<file path="src/rtl/cpm_ingress_fifo.sv">
// cpm_ingress_fifo: first-word fall-through elastic buffer feeding the CPM core input stream,
// with flush that never disturbs a stalled head, plus occupancy and traffic statistics.
module cpm_ingress_fifo #(
  parameter int DEPTH        = 8,
  parameter int AFULL_THRESH = 6,
  parameter int CNT_W        = 16
) (
  input  logic                       clk,
  input  logic                       rst,
  input  logic                       in_valid,
  output logic                       in_ready,
  input  logic [3:0]                 in_id,
  input  logic [3:0]                 in_opcode,
  input  logic [15:0]                in_payload,
  output logic                       out_valid,
  input  logic                       out_ready,
  output logic [3:0]                 out_id,
  output logic [3:0]                 out_opcode,
  output logic [15:0]                out_payload,
  input  logic                       flush,
  input  logic                       clr_stats,
  output logic [$clog2(DEPTH):0]     level,
  output logic                       almost_full,
  output logic [$clog2(DEPTH):0]     high_water,
  output logic [CNT_W-1:0]           in_pkt_cnt,
  output logic [CNT_W-1:0]           out_pkt_cnt,
  output logic [CNT_W-1:0]           flush_drop_cnt
);
  localparam int AW = $clog2(DEPTH);
  localparam int LW = AW + 1;
  logic [23:0]    r_mem [DEPTH];
  logic [AW-1:0]  r_wr, r_rd, w_wr_nx, w_rd_nx;
  logic [LW-1:0]  r_level, r_hw, w_lvl_nx, w_drop;
  logic [CNT_W-1:0] r_in_cnt, r_out_cnt, r_drop_cnt;
  logic [CNT_W:0] w_drop_sum;
  logic           r_af, w_push, w_pop;
  assign in_ready  = (r_level != LW'(DEPTH)) && !flush && !rst;
  assign out_valid = r_level != '0;
  assign w_push    = in_valid && in_ready;
  assign w_pop     = out_valid && out_ready;
  assign {out_id, out_opcode, out_payload} = r_mem[r_rd];
  assign w_rd_nx   = r_rd + AW'(w_pop);
  // On flush only a head that is still stalled survives; writes rebase just behind it.
  assign w_lvl_nx  = flush ? LW'(out_valid && !out_ready) : r_level + LW'(w_push) - LW'(w_pop);
  assign w_wr_nx   = flush ? w_rd_nx + AW'(w_lvl_nx) : r_wr + AW'(w_push);
  assign w_drop    = (flush && out_valid) ? r_level - LW'(1) : '0;
  assign w_drop_sum = {1'b0, r_drop_cnt} + (CNT_W+1)'(w_drop);
  assign level          = r_level;
  assign almost_full    = r_af;
  assign high_water     = r_hw;
  assign in_pkt_cnt     = r_in_cnt;
  assign out_pkt_cnt    = r_out_cnt;
  assign flush_drop_cnt = r_drop_cnt;
  always_ff @(posedge clk)
    if (w_push) r_mem[r_wr] <= {in_id, in_opcode, in_payload};
  always_ff @(posedge clk or posedge rst)
    if (rst) begin
      r_wr       <= '0;
      r_rd       <= '0;
      r_level    <= '0;
      r_af       <= 1'b0;
      r_hw       <= '0;
      r_in_cnt   <= '0;
      r_out_cnt  <= '0;
      r_drop_cnt <= '0;
    end else begin
      r_wr    <= w_wr_nx;
      r_rd    <= w_rd_nx;
      r_level <= w_lvl_nx;
      r_af    <= w_lvl_nx >= LW'(AFULL_THRESH);
      if (clr_stats) begin
        r_hw       <= w_lvl_nx;
        r_in_cnt   <= '0;
        r_out_cnt  <= '0;
        r_drop_cnt <= '0;
      end else begin
        if (w_lvl_nx > r_hw) r_hw <= w_lvl_nx;
        r_in_cnt   <= r_in_cnt + CNT_W'(w_push);
        r_out_cnt  <= r_out_cnt + CNT_W'(w_pop);
        r_drop_cnt <= w_drop_sum[CNT_W] ? '1 : w_drop_sum[CNT_W-1:0];
      end
    end
endmodule

</file>
<file path="config.mk">
export PLATFORM = sky130hd
export DESIGN_NAME = cpm_ingress_fifo
export DESIGN_NICKNAME = d
export VERILOG_FILES = /design/src/rtl/cpm_ingress_fifo.sv
export SDC_FILE = /design/constraint.sdc
export NUM_CORES = 1
export LEC_CHECK = 0
export ABC_CLOCK_PERIOD_IN_PS = 3300
export BUFFER_PORTS_ARGS = -buffer_cell sky130_fd_sc_hd__buf_2
export CAP_MARGIN = 20
export CORE_MARGIN = 2
export CORE_UTILIZATION = 40
export DETAILED_ROUTE_END_ITERATION = 7
export PLACE_DENSITY = 0.61
export SYNTH_ARGS = -nofsm -noshare
export SYNTH_HDL_FRONTEND = slang
export SYNTH_SLANG_ARGS = --single-unit
</file>
<file path="constraint.sdc">
create_clock -name clk -period 3.3 [get_ports clk]
set_input_delay 0.165 -clock clk [delete_from_list [all_inputs] [get_ports clk]]
set_output_delay 0.165 -clock clk [all_outputs]
set_load 0.02 [all_outputs]
</file>
* Yosys cells after proc, flatten, opt, wreduce, memory -nomap -nowiden *
Memories as Yosys holds them, arrays and structs flattened.
Index checks and enable logic that the tools add are counted.

operators by class
  add/sub/neg operators = 9
  $lt $le $gt $ge = 2
  equality and inequality tests = 1
  muxes and demuxes = 11
  reduce and logical (&&, ||, !) cells = 11

operators by type and width
  kind                 number
  $mux 16              4
  $add 16x1->16        2
  $add 16x4->17        1
  $mux 4               4
  $add 3x1->3          2
  $logic_and 1x1->1    6
  $add 4x1->4          1
  $ge 4x3->1 const B   1
  $gt 4x4->1           1
  $ne 4x4->1 const B   1
  $reduce_bool 4->1    1
  $sub 4x1->4          1
  $sub 4x1->4 const B  1
  $add 3x3->3          1
  $logic_not 1->1      3
  $mux 3               1
  $mux 1               2
  $reduce_bool 2->1    1

word-level totals
  register bits = 63
  memory bits (writable) = 192
  bits of input ports = 30
  logic and storage cells = 43
  memories kept = 1

memories
  memory  depth  bits a word  rd ports  clocked after Yosys merged registers in  wr ports  line  text
  r_mem   8      24           1         0                                        1         31    logic [23:0] r_mem [DEPTH];

* Logic depth before layout (Yosys ltp) *
Gate-level depths: netlist of run 1.

  depth after elaboration = 10
  depth in mapped cells = 15

* Worst setup path before layout of run 1 *
No wires, ideal clock.

  path type = reg2reg
  start = register r_level[1] (netlist: level[1])
  end = memory r_mem[0][0], enable pin
  data arrival time = 3.696 ns
  required time = 2.865 ns
  slack = -0.832 ns
  stages on the path, launching flop included = 7
  path buffers = 0
  period minus slack after synthesis = 4.132 ns
  cell sequence = dfrtp_1 inv_1 ha_1 a211oi_1 nand2_1 or2_2 nor3_1

on the way
  longest elaborated chain between the ends = 6

RTL lines
  item                            line  text
  start: declaration              33    logic [LW-1:0] r_level, r_hw, w_lvl_nx, w_drop;
  start signal: assignment        69    r_level <= w_lvl_nx;
  $ne 4x4->1                      37    assign in_ready = (r_level != LW'(DEPTH)) && !flush && !rst;
  $logic_and 1x1->1 (2 in a row)  37
  named net in_ready              11    output logic in_ready,
  $logic_and 1x1->1               39    assign w_push = in_valid && in_ready;
  $mux 1                          55    if (w_push) r_mem[r_wr] <= {in_id, in_opcode, in_payload};
  $mux 1 (implied by the code)    55
  end: declaration                31

The timed path passes the listed nets, and every way through them passes these cells.

* Final worst setup path of run 1 *
  start = register r_level[3] (netlist: level[3])
  end = register r_hw[2] (netlist: high_water[2])

on the way
  longest elaborated chain between the ends = 9

RTL lines
  item                                  line  text
  $ne 4x4->1                            37
  $logic_and 1x1->1 (2 in a row)        37
  $logic_and 1x1->1                     39
  $add 4x1->4                           44    assign w_lvl_nx = flush ? LW'(out_valid && !out_ready) : r_level + LW'(w_push) - LW'(w_pop);
  $sub 4x1->4 *                         44
  $mux 4 *                              44
  named net w_lvl_nx[3]                 33
  $gt 4x4->1 *                          77    if (w_lvl_nx > r_hw) r_hw <= w_lvl_nx;
  $reduce_bool 2->1 (no source line) *  -
  end signal: assignment                72    r_hw <= w_lvl_nx;
  end signal: assignment                77
  end: declaration                      33

The timed path passes the listed nets; every way through them passes the cells marked *. The select of a mux whose other input is x is not followed.
A chain may end at the register's enable or synchronous reset.

==> flow_metrics.py, run 1 <==
metrics = {
    "clock_tree": {
        "cts_sinks": 255,
        "path_clk_slew_ps": 60,
        "cts_buffers": 27,
        "cts_tree": "yes",
        "insertion_delay_ps": 540,
        "htreeDepth": 1,
        "clock-root-buffer": "clkbuf_16",
        "cts_max_path_buffers": 3,
    },
    "pwr": {
        "power.static_leakage_nw": 4.927,
        "powerDensity_mw_per_mm2": 776.9,
        "power_mw": 10.17,
        "ir_drop_mv": 0.3280,
    },
    "sta": {
        "setup_viol": 0,
        "hold_viol_final": 0,
        "final.min_clock_period_ps": 3282,
        "timing.fmax_mhz": 304.7,
        "max_slew_margin_pct": 45.60,
        "fin_tns_setup_ps": 0,
        "slew_violations": 0,
        "worst_pin_slew_ps": 814.7,
        "finClkSkew_ps": 11.46,
        "post-route-period-util_pct": 99.46,
        "fin_ws_ps": 17.75,
        "grt_setup_unrepaired": "yes",
    },
    "synth": {
        "synth_top_cell_area_share_pct": 53.73,
        "syn-cell-area_mm2": 0.01073,
        "yosysUniqueCellTypes": 56,
        "syn_avg_cell_area_um2": 17.14,
        "synth_seq_cells": 255,
        "ys_async_sr_fraction_pct": 24.71,
        "ys_top_cells_by_count": "edfxtp_1, dfrtp_1, mux4_2, nor2_1, mux2_2",
        "postSynthNetCount": 686,
        "synth-edff-count": 192,
        "netlist_instances": 626,
        "yosys.area.top_type": "edfxtp_1",
        "synth.yosys.seq_area_share_pct": 68.42,
        "synthMostInstantiatedCell": "edfxtp_1",
        "ys_warn_count": 0,
        "synth_area_leaders": "edfxtp_1, dfrtp_1, mux4_2",
        "synth_flop_cell": "edfxtp_1",
    },
    "routing": {
        "drt-initial-drc-count": 341,
        "wl_per_cell_um": 19.54,
        "ant_nets": 0,
        "avgViaCountPerCell": 5.187,
        "first_pass_iters": 6,
        "vias": 5975,
        "routed_wl_mm": 22.51,
        "drc_errors": 0,
    },
    "worst_setup_path": {
        "slowest_delay_ps": 440,
        "r2r_slack_ps": 20,
        "critical-path-top-delay-family": "adder cells",
        "crit_path_end_kind": "flip-flop",
        "start_kind": "flip-flop",
        "worstPathCellList": "inv_2, ha_2, nand2_1, and2_4, ha_1, inv_1, ha_1, a21oi_2, o21bai_1, mux2_4, ha_1, a211oi_2, a21oi_2, buf_4, mux2_4",
        "cp_num_buf_inv": 3,
        "cp.arrival_ps": 3700,
        "crit_type": "flip-flop to flip-flop",
        "cp.required_ps": 3720,
        "critical_path.max_fanout": 4,
        "crit_path_frequent_cell": "ha_1",
        "crit_slowest_cell": "dfrtp_1",
    },
    "global_routing": {
        "grt_max_degree": 38,
        "grt_pass1_vias": 6472,
        "grt_antenna_before_repair": 0,
        "grt_pass1_wl_mm": 35.56,
        "track_usage_pct": 16.15,
        "grt.overflow.total": 0,
    },
    "place": {
        "dp.cells": 1074,
        "port_buffers": 112,
        "place_congestion": 0.8583,
        "placed_area_mm2": 0.01188,
        "dpl.hpwl_mm": 13.65,
        "pre_cts_ws_ps": -56.14,
    },
    "layout": {
        "final_cells": 1152,
        "drive_gt1_share_pct": 36.84,
        "final_area_mm2": 0.01309,
        "final_nets": 859,
        "area_delta_synth_final_pct": 22.01,
        "n_fill_cell": 2164,
        "diodes": 0,
    },
    "floorplanning": {
        "die_width_um": 167.8,
        "io_pins": 113,
        "core-area_mm2": 0.02621,
        "rows": 59,
        "die_h_um": 167.8,
        "start_util_pct": 40.95,
        "dieArea_mm2": 0.02816,
    },
    "status": {
        "status": "complete, no violations",
    },
    "worst_hold_path": {
        "hp-class": "input pin to flip-flop",
    },
    "flow_run": {
        "maxCapViolCount": 0,
    },
}
==> power breakdown <==
group	leakage (nW)	switching [mW]	internal, mW	total (mW)
sequential	2.57	0.317	3.67	3.99
clock	0.421	1.21	1.74	2.96
combinational	1.93	1.61	1.61	3.22
total	4.93	3.14	7.03	10.2
==> worst paths after layout <==
kind	to	start	cells after the start
hold reg to reg	r_rd[2]$_DFF_PP0_	r_rd[2]$_DFF_PP0_	1
hold / removal	flush_drop_cnt[2]$_DFF_PP0_	clr_stats	2
max in group asynchronous	in_pkt_cnt[7]$_DFF_PP0_	rst	4
setup / recovery	high_water[2]$_DFFE_PP0P_	level[3]$_DFF_PP0_	15
min in group asynchronous	almost_full$_DFF_PP0_	rst	3
setup reg to reg	high_water[2]$_DFFE_PP0P_	level[3]$_DFF_PP0_	15
==> sequential cells by signal, indices dropped and copies added, names as in the netlist <==
signal	flops
high_water	4
in_pkt_cnt	16
flush_drop_cnt	16
r_rd	3
r_mem	192
out_pkt_cnt	16
level	4
r_wr	3
almost_full	1
==> worst register-to-register path, stage by stage (launching register included) <==
cell,delay [ps]
dfrtp_1,440
inv_2,90
ha_2,180
nand2_1,80
and2_4,170
ha_1,180
inv_1,100
ha_1,260
a21oi_2,140
o21bai_1,90
mux2_4,340
ha_1,330
a211oi_2,240
a21oi_2,90
buf_4,160
mux2_4,290
==> cells by family (layout without fill, tap and decap cells) <==
kind of cell | Yosys count | count (layout) | synth area share [%]
DFF | 255 | 255 | 68.42
AOI/OAI and AO/OA | 47 | 47 | 3.055
muxes | 81 | 81 | 13.54
xor gates and xnor gates | 36 | 36 | 2.938
buffers and inverters | 43 | 234 | 1.772
and+or+nand+nor | 134 | 134 | 6.576
adders and majority gates | 30 | 30 | 3.708
==> layer usage <==
layer  part of all wire, %  up-vias  routed length, um  GRT usage (%)
li1                      -     2765                  -              -
met1                    42     3049               9470          20.25
met2                    51      134              11590          28.76
met3                   4.8       27               1082          3.385
met4                   1.7        0                372          3.970
met5                     0        -                  0              0
==> timing repair <==
item,4_1_cts,5_1_grt
pin swaps,2,0
gates resized for setup,4,9
setup endpoints to repair,4,4
hold buffers,26,0
setup buffers,4,1
hold endpoints to repair,229,0
==> cells in the final DEF, fill, tap and decap left out, drive strengths merged, types with 23 or more instances in the layout <==
cell / count
mux4: 48
edfxtp: 192
inv: 23
nor2: 42
dfrtp: 63
mux2: 33
dlygate4sd3: 26
ha: 27
clkbuf: 32
buf: 140
==> stage by stage <==
step,hold WS [ps],utilization [%]
after floorplan,263.9,-
after global placement,383.2,45.33
after detailed placement,411.2,45.33
after CTS,52.18,49.80
after global routing,98.74,49.96
final,86.60,49.96
==> area by class of cell <==
| class | count | area, um^2 | share of cell area (%) |
|---|---|---|---|
| multi-input combinational | 328 | 3343 | 25.53 |
| inverter | 21 | 83.83 | 0.6402 |
| timing repair buffer | 166 | 1031 | 7.874 |
| clock inverter | 15 | 171.4 | 1.309 |
| tap | 335 | 419.2 | 3.201 |
| clock buffer | 32 | 694.4 | 5.303 |
| sequential | 255 | 7351 | 56.14 |
(Power assumes the default switching activity.)
==> run 2: changes to the inputs <==
--- a/config.mk
+++ b/config.mk
@@ -11,6 +11,7 @@
 export CORE_MARGIN = 2
 export CORE_UTILIZATION = 40
 export DETAILED_ROUTE_END_ITERATION = 7
+export MAX_ROUTING_LAYER = met4
 export PLACE_DENSITY = 0.61
 export SYNTH_ARGS = -nofsm -noshare
 export SYNTH_HDL_FRONTEND = slang
==> run 2 against run 1 <==
Sequential power about the same. Final cell count is the same. Fmax is 0.21% lower. Hold slack worse by 16 ps. Non-clock buffer count stayed put. First-iteration DRC count down 1.2%. Routed wire length about the same. Die area stayed put. Critical path depth unchanged. Flip-flop and latch count unchanged. Register-to-register slack about the same. Critical path type unchanged.
==> flow_metrics.py, run 2 (synthesis results as in run 1) <==
metrics = {
    "status": {
        "status": "complete, no violations",
    },
    "layout": {
        "final-seq-area_mm2": 0.007351,
        "drive_gt1_share_pct": 36.84,
        "finish.utilization_pct": 49.96,
        "largest-register": "r_mem",
        "multi_input_area_mm2": 0.003343,
        "largest_reg_flops": 192,
        "final_nets": 859,
        "diodes": 0,
        "final_cell_mix": "edfxtp_1, buf_2, dfrtp_1, mux4_2, nor2_1",
        "mostFrequentLayoutCell": "edfxtp_1",
        "area_delta_synth_final_pct": 22.01,
        "n_fill_cell": 2164,
    },
    "routing": {
        "drc_errors": 0,
        "wl_per_cell_um": 19.53,
        "ant_nets": 0,
        "avgViaCountPerCell": 5.208,
        "drt-initial-drc-count": 337,
        "vias": 6000,
        "routed_wl_mm": 22.50,
        "first_pass_iters": 6,
    },
    "place": {
        "place_congestion": 0.8720,
        "port_buffers": 112,
        "dpl.hpwl_mm": 13.65,
    },
    "worst_hold_path": {
        "holdCritStartpoint": "clr_stats",
        "whs_path_depth": 2,
        "hold_path_end": "flush_drop_cnt[2]$_DFF_PP0_",
        "hp-class": "input pin to flip-flop",
    },
    "floorplanning": {
        "core-area_mm2": 0.02621,
        "dieArea_mm2": 0.02816,
        "die_width_um": 167.8,
        "start_util_pct": 40.95,
        "die_h_um": 167.8,
        "rows": 59,
        "io_pins": 113,
    },
    "global_routing": {
        "grt.overflow.total": 0,
        "track_usage_pct": 16.65,
        "grt_antenna_before_repair": 0,
        "grt_pass1_vias": 6467,
        "grt_pass1_wl_mm": 35.61,
        "grt_max_degree": 38,
    },
    "worst_setup_path": {
        "critical_path.max_fanout": 4,
        "crit_type": "flip-flop to flip-flop",
        "r2r_cells": 15,
        "r2r_slack_ps": 10,
        "slowest_delay_ps": 440,
        "start_kind": "flip-flop",
        "crit_path_frequent_cell": "ha_1",
        "cp.required_ps": 3730,
        "worstPathCellList": "inv_2, ha_2, nand2_1, and2_4, ha_1, inv_1, ha_1, a21oi_2, o21bai_1, mux2_4, ha_1, a211oi_2, a21oi_2, buf_4, mux2_4",
        "crit_slowest_cell": "dfrtp_1",
        "crit_path_end_kind": "flip-flop",
        "r2r_end": "high_water[2]$_DFFE_PP0P_",
        "timing.rr.start": "level[3]$_DFF_PP0_",
        "cp.arrival_ps": 3720,
    },
    "pwr": {
        "clkPwrFrac_pct": 29.1,
        "power_mw": 10.17,
        "powerDensity_mw_per_mm2": 776.8,
        "ir_drop_mv": 0.3286,
        "power_frac_seq_pct": 39.2,
        "power.share.switching_pct": 30.88,
        "power.static_leakage_nw": 4.927,
        "p_comb_share_pct": 31.7,
        "switching_power_mw": 3.141,
        "internal_power_mw": 7.030,
    },
    "sta": {
        "post-route-period-util_pct": 99.67,
        "hold_viol_final": 0,
        "worst_pin_slew_ps": 813.6,
        "setup_viol": 0,
        "final.min_clock_period_ps": 3289,
        "max_slew_margin_pct": 45.68,
        "grt_setup_unrepaired": "yes",
        "timing.fmax_mhz": 304.0,
        "finClkSkew_ps": 12.94,
        "slew_violations": 0,
    },
    "clock_tree": {
        "cts_max_path_buffers": 3,
        "cts_buffers": 27,
        "htreeDepth": 1,
        "path_clk_slew_ps": 60,
        "insertion_delay_ps": 540,
        "cts_tree": "yes",
        "clock-root-buffer": "clkbuf_16",
        "cts_sinks": 255,
    },
    "flow_run": {
        "maxCapViolCount": 0,
    },
}
-- run 2: critical path: cells and delay by family (launching register included) --
family          cells  cell delay (ps)
buf+inv             3              350
compound gates      4              560
flops               1              440
mux                 2              630
simple gates        2              250
fa+ha+maj           4              950
-- run 2: metal layers --
metal,wire length [um],vias to the layer above,GRT usage [%]
li1,-,2766,-
met4,350,0,3.856
met3,1073,30,3.103
met1,9471,3058,20.44
met2,11600,146,28.82
met5,0,-,-
-- run 2: cell type report --
class	instances	area share (%)
Tap cell	335	3.201
Clock inverter	15	1.309
Inverter	21	0.6402
Multi-Input combinational cell	328	25.53
Clock buffer	32	5.303
Timing Repair Buffer	166	7.874
Sequential cell	255	56.14
-- run 2: per-stage QoR --
stage	TNS, ps	hold WS, ps	setup WS, ps	std cells	instance area (um^2)
finish	0	70.57	10.80	1152	13090
global route	-490.3	98.72	-130.3	1152	13090
CTS	0	52.18	2.181	1151	13050
detailed placement	-188.0	411.2	-56.14	1074	11880
global placement	0	383.2	65.72	1074	11880
floorplan	-527.7	263.9	-141.4	626	10810
-- run 2: how the worst max path moves through the flow --
stage	startpoint	to	slack, ps
after floorplan	level[1]$_DFF_PP0_	high_water[1]$_DFFE_PP0P_	-140
after global placement	level[2]$_DFF_PP0_	high_water[2]$_DFFE_PP0P_	70
after detailed placement	level[2]$_DFF_PP0_	high_water[2]$_DFFE_PP0P_	-60
after CTS	level[3]$_DFF_PP0_	high_water[2]$_DFFE_PP0P_	2
after global routing	level[2]$_DFF_PP0_	high_water[1]$_DFFE_PP0P_	-130
final	level[3]$_DFF_PP0_	high_water[2]$_DFFE_PP0P_	10
-- run 2: repair_timing --
item                                    4_1_cts  5_1_grt
endpoints found under the hold margin       229        0
buffers inserted                              4        1
hold buffers                                 26        0
pin swaps                                     2        0
gates resized for setup                       4        9
endpoints found under the setup margin        4        4
-- run 2: power by group through the flow --
stage | clock (mW) | combinational (mW) | sequential [mW]
6_report | 2.96 | 3.22 | 3.99
5_1_grt | 3.17 | 3.49 | 4.04
4_1_cts | 3.04 | 3.21 | 4.01
3_5_place_dp | 0 | 3.08 | 4.08
3_3_place_gp | 0 | 3.01 | 4.05
2_1_floorplan | 0 | 2.29 | 3.93
==> run 3: changes to the inputs <==
==> config.mk (replaced) <==
export PLATFORM = sky130hd
export DESIGN_NAME = cpm_ingress_fifo
export DESIGN_NICKNAME = d
export VERILOG_FILES = /design/src/rtl/cpm_ingress_fifo.sv
export SDC_FILE = /design/constraint.sdc
export NUM_CORES = 1
export LEC_CHECK = 0
export ABC_CLOCK_PERIOD_IN_PS = 3250
export BUFFER_PORTS_ARGS = -buffer_cell sky130_fd_sc_hd__buf_2
export CAP_MARGIN = 20
export CORE_MARGIN = 5
export CORE_UTILIZATION = 40
export DETAILED_ROUTE_END_ITERATION = 7
export MAX_ROUTING_LAYER = met4
export PLACE_DENSITY = 0.59
export SYNTH_ARGS = -nofsm -noshare
export SYNTH_HDL_FRONTEND = slang
export SYNTH_SLANG_ARGS = --single-unit
==> constraint.sdc (replaced) <==
create_clock -name clk -period 3.25 [get_ports clk]
set_input_delay 0.1625 -clock clk [delete_from_list [all_inputs] [get_ports clk]]
set_output_delay 0.1625 -clock clk [all_outputs]
set_load 0.02 [all_outputs]
==> run 3 against run 2 <==
The flow now finishes with violations (negative setup slack). First-iteration DRC count is 19% lower. Setup slack worse by 36 ps. Hold slack worse by 35 ps. Power is 0.23% lower.
==> flow_metrics.py, run 3 (synthesis results as in run 1) <==
metrics = {
    "sta": {
        "grt_setup_unrepaired": "yes",
        "finClkSkew_ps": 16.07,
        "post-route-period-util_pct": 100.8,
        "timing.fmax_mhz": 305.3,
        "fin_ws_ps": -25.10,
        "final.min_clock_period_ps": 3275,
        "fin_tns_setup_ps": -91.98,
        "max_slew_margin_pct": 48.52,
        "slew_violations": 0,
        "setup_viol": 4,
        "hold_viol_final": 0,
        "holdWs_ps": 35.78,
        "worst_pin_slew_ps": 772.2,
    },
    "clock_tree": {
        "cts_max_path_buffers": 3,
        "path_clk_slew_ps": 60,
        "cts_sinks": 255,
        "cts_tree": "yes",
        "clock-root-buffer": "clkbuf_16",
        "insertion_delay_ps": 520,
        "cts_buffers": 27,
        "htreeDepth": 1,
    },
    "routing": {
        "first_pass_iters": 4,
        "ant_nets": 0,
        "routed_wl_mm": 23.07,
        "avgViaCountPerCell": 5.237,
        "vias": 6143,
        "wl_per_cell_um": 19.67,
        "drt-initial-drc-count": 274,
        "drc_errors": 0,
    },
    "place": {
        "pre_cts_ws_ps": -53.84,
        "port_buffers": 112,
        "place_congestion": 0.8448,
        "placed_area_mm2": 0.01196,
        "dpl.hpwl_mm": 14.25,
    },
    "global_routing": {
        "grt_pass1_wl_mm": 37.47,
        "grt_antenna_before_repair": 1,
        "use_met2_pct": 26.14,
        "grt.overflow.total": 0,
        "met1_usage_pct": 20.55,
        "grt_pass1_vias": 6680,
        "busiest_layer": "met2",
        "use_met3_pct": 3.381,
        "track_usage_pct": 15.85,
        "grt_max_degree": 45,
    },
    "floorplanning": {
        "rows": 60,
        "io_pins": 113,
        "start_util_pct": 40.27,
        "core-area_mm2": 0.02665,
        "die_h_um": 173.8,
        "dieArea_mm2": 0.03020,
        "die_width_um": 173.8,
    },
    "flow_run": {
        "maxCapViolCount": 0,
    },
    "layout": {
        "mostFrequentLayoutCell": "edfxtp_1",
        "largest-register": "r_mem",
        "drive_gt1_share_pct": 38.39,
        "area_delta_synth_final_pct": 22.74,
        "final_nets": 871,
        "final_cell_mix": "edfxtp_1, buf_2, dfrtp_1, mux4_2",
        "largest_reg_flops": 192,
        "final_area_mm2": 0.01317,
    },
    "worst_hold_path": {
        "hp-class": "input pin to flip-flop",
    },
    "pwr": {
        "ir_drop_mv": 0.3339,
        "power_mw": 10.15,
        "powerDensity_mw_per_mm2": 770.4,
        "power.static_leakage_nw": 4.942,
    },
    "status": {
        "status": "complete, but fails checks",
        "violations": "negative setup slack",
    },
    "worst_setup_path": {
        "crit_type": "flip-flop to flip-flop",
        "crit_slowest_cell": "fa_1",
        "crit_path_frequent_cell": "ha_4",
        "critical_path.max_fanout": 4,
        "start_kind": "flip-flop",
        "cp_num_buf_inv": 3,
        "slowest_delay_ps": 510,
        "crit_path_end_kind": "flip-flop",
        "worstPathCellList": "inv_4, ha_4, a211oi_4, nand2_1, ha_1, inv_1, ha_2, fa_1, nor2b_4, ha_4, nor2b_1, o211ai_1, a21oi_2, buf_6, mux2_4",
        "cp.arrival_ps": 3680,
        "cp.required_ps": 3660,
        "critical-path-top-delay-family": "adder cells",
    },
}
-- run 3: cell types whose count changed in the layout (fill, tap and decap cells not counted), sizes merged --
cell | before | now
clkinvlp | 1 | 7
inv | 23 | 21
buf | 140 | 152
diode | 0 | 1
bufinv | 3 | 1
-- run 3: worst register-to-register path, cell delays in order, from the launching register on --
cell      delay, ps
dfrtp_2         390
inv_4            40
ha_4            170
a211oi_4        250
nand2_1         100
ha_1            270
inv_1            40
ha_2            170
fa_1            510
nor2b_4         180
ha_4            210
nor2b_1         120
o211ai_1        200
a21oi_2          90
buf_6           140
mux2_4          280
-- run 3: area by class of cell --
| class | instances | area (um^2) |
|---|---|---|
| Multi-Input combinational cell | 328 | 3328 |
| Antenna cell | 1 | 2.502 |
| Clock inverter | 17 | 125.1 |
| Clock buffer | 32 | 694.4 |
| Timing Repair Buffer | 178 | 1162 |
| Fill cell | 2211 | 13480 |
| Sequential cell | 255 | 7351 |
| Tap cell | 341 | 426.7 |
| Inverter | 21 | 81.33 |
-- run 3: through the flow --
step,cells,util [%]
after floorplan,626,-
after global placement,1087,44.89
after global routing,1173,49.42
after detailed placement,1087,44.89
after CTS,1169,49.20
final,1173,49.42
-- run 3: repair_timing --
item,in CTS,in global routing
setup endpoints to repair,4,11
buffers inserted,7,2
pin swaps,2,2
resized for setup,4,8
hold buffers,26,0
cloned,0,0
hold endpoints to repair,236,0
-- run 3: routing by layer --
metal | wire, um | share of wire, %
met5 | 0 | 0
met1 | 9963 | 43
met4 | 388 | 1.7
met3 | 1205 | 5.2
met2 | 11520 | 50
-- run 3: where the power goes --
part	internal, mW	switching (mW)	total [mW]
clock	1.61	1.23	2.84
sequential	3.73	0.311	4.04
combinational	1.64	1.63	3.27
-- run 3: path summary, 6_finish.rpt --
check	slack (ps)	cells after the start	end	start
worst max-delay path	-30	15	high_water[0]$_DFFE_PP0P_	level[1]$_DFF_PP0_
worst min register to register	520	1	r_rd[2]$_DFF_PP0_	r_rd[2]$_DFF_PP0_
max in group asynchronous	2350	5	in_pkt_cnt[12]$_DFF_PP0_	rst
min in group asynchronous	100	3	almost_full$_DFF_PP0_	rst
worst max register to register	-30	15	high_water[0]$_DFFE_PP0P_	level[1]$_DFF_PP0_
worst min-delay path	40	2	r_wr[2]$_DFF_PP0_	flush
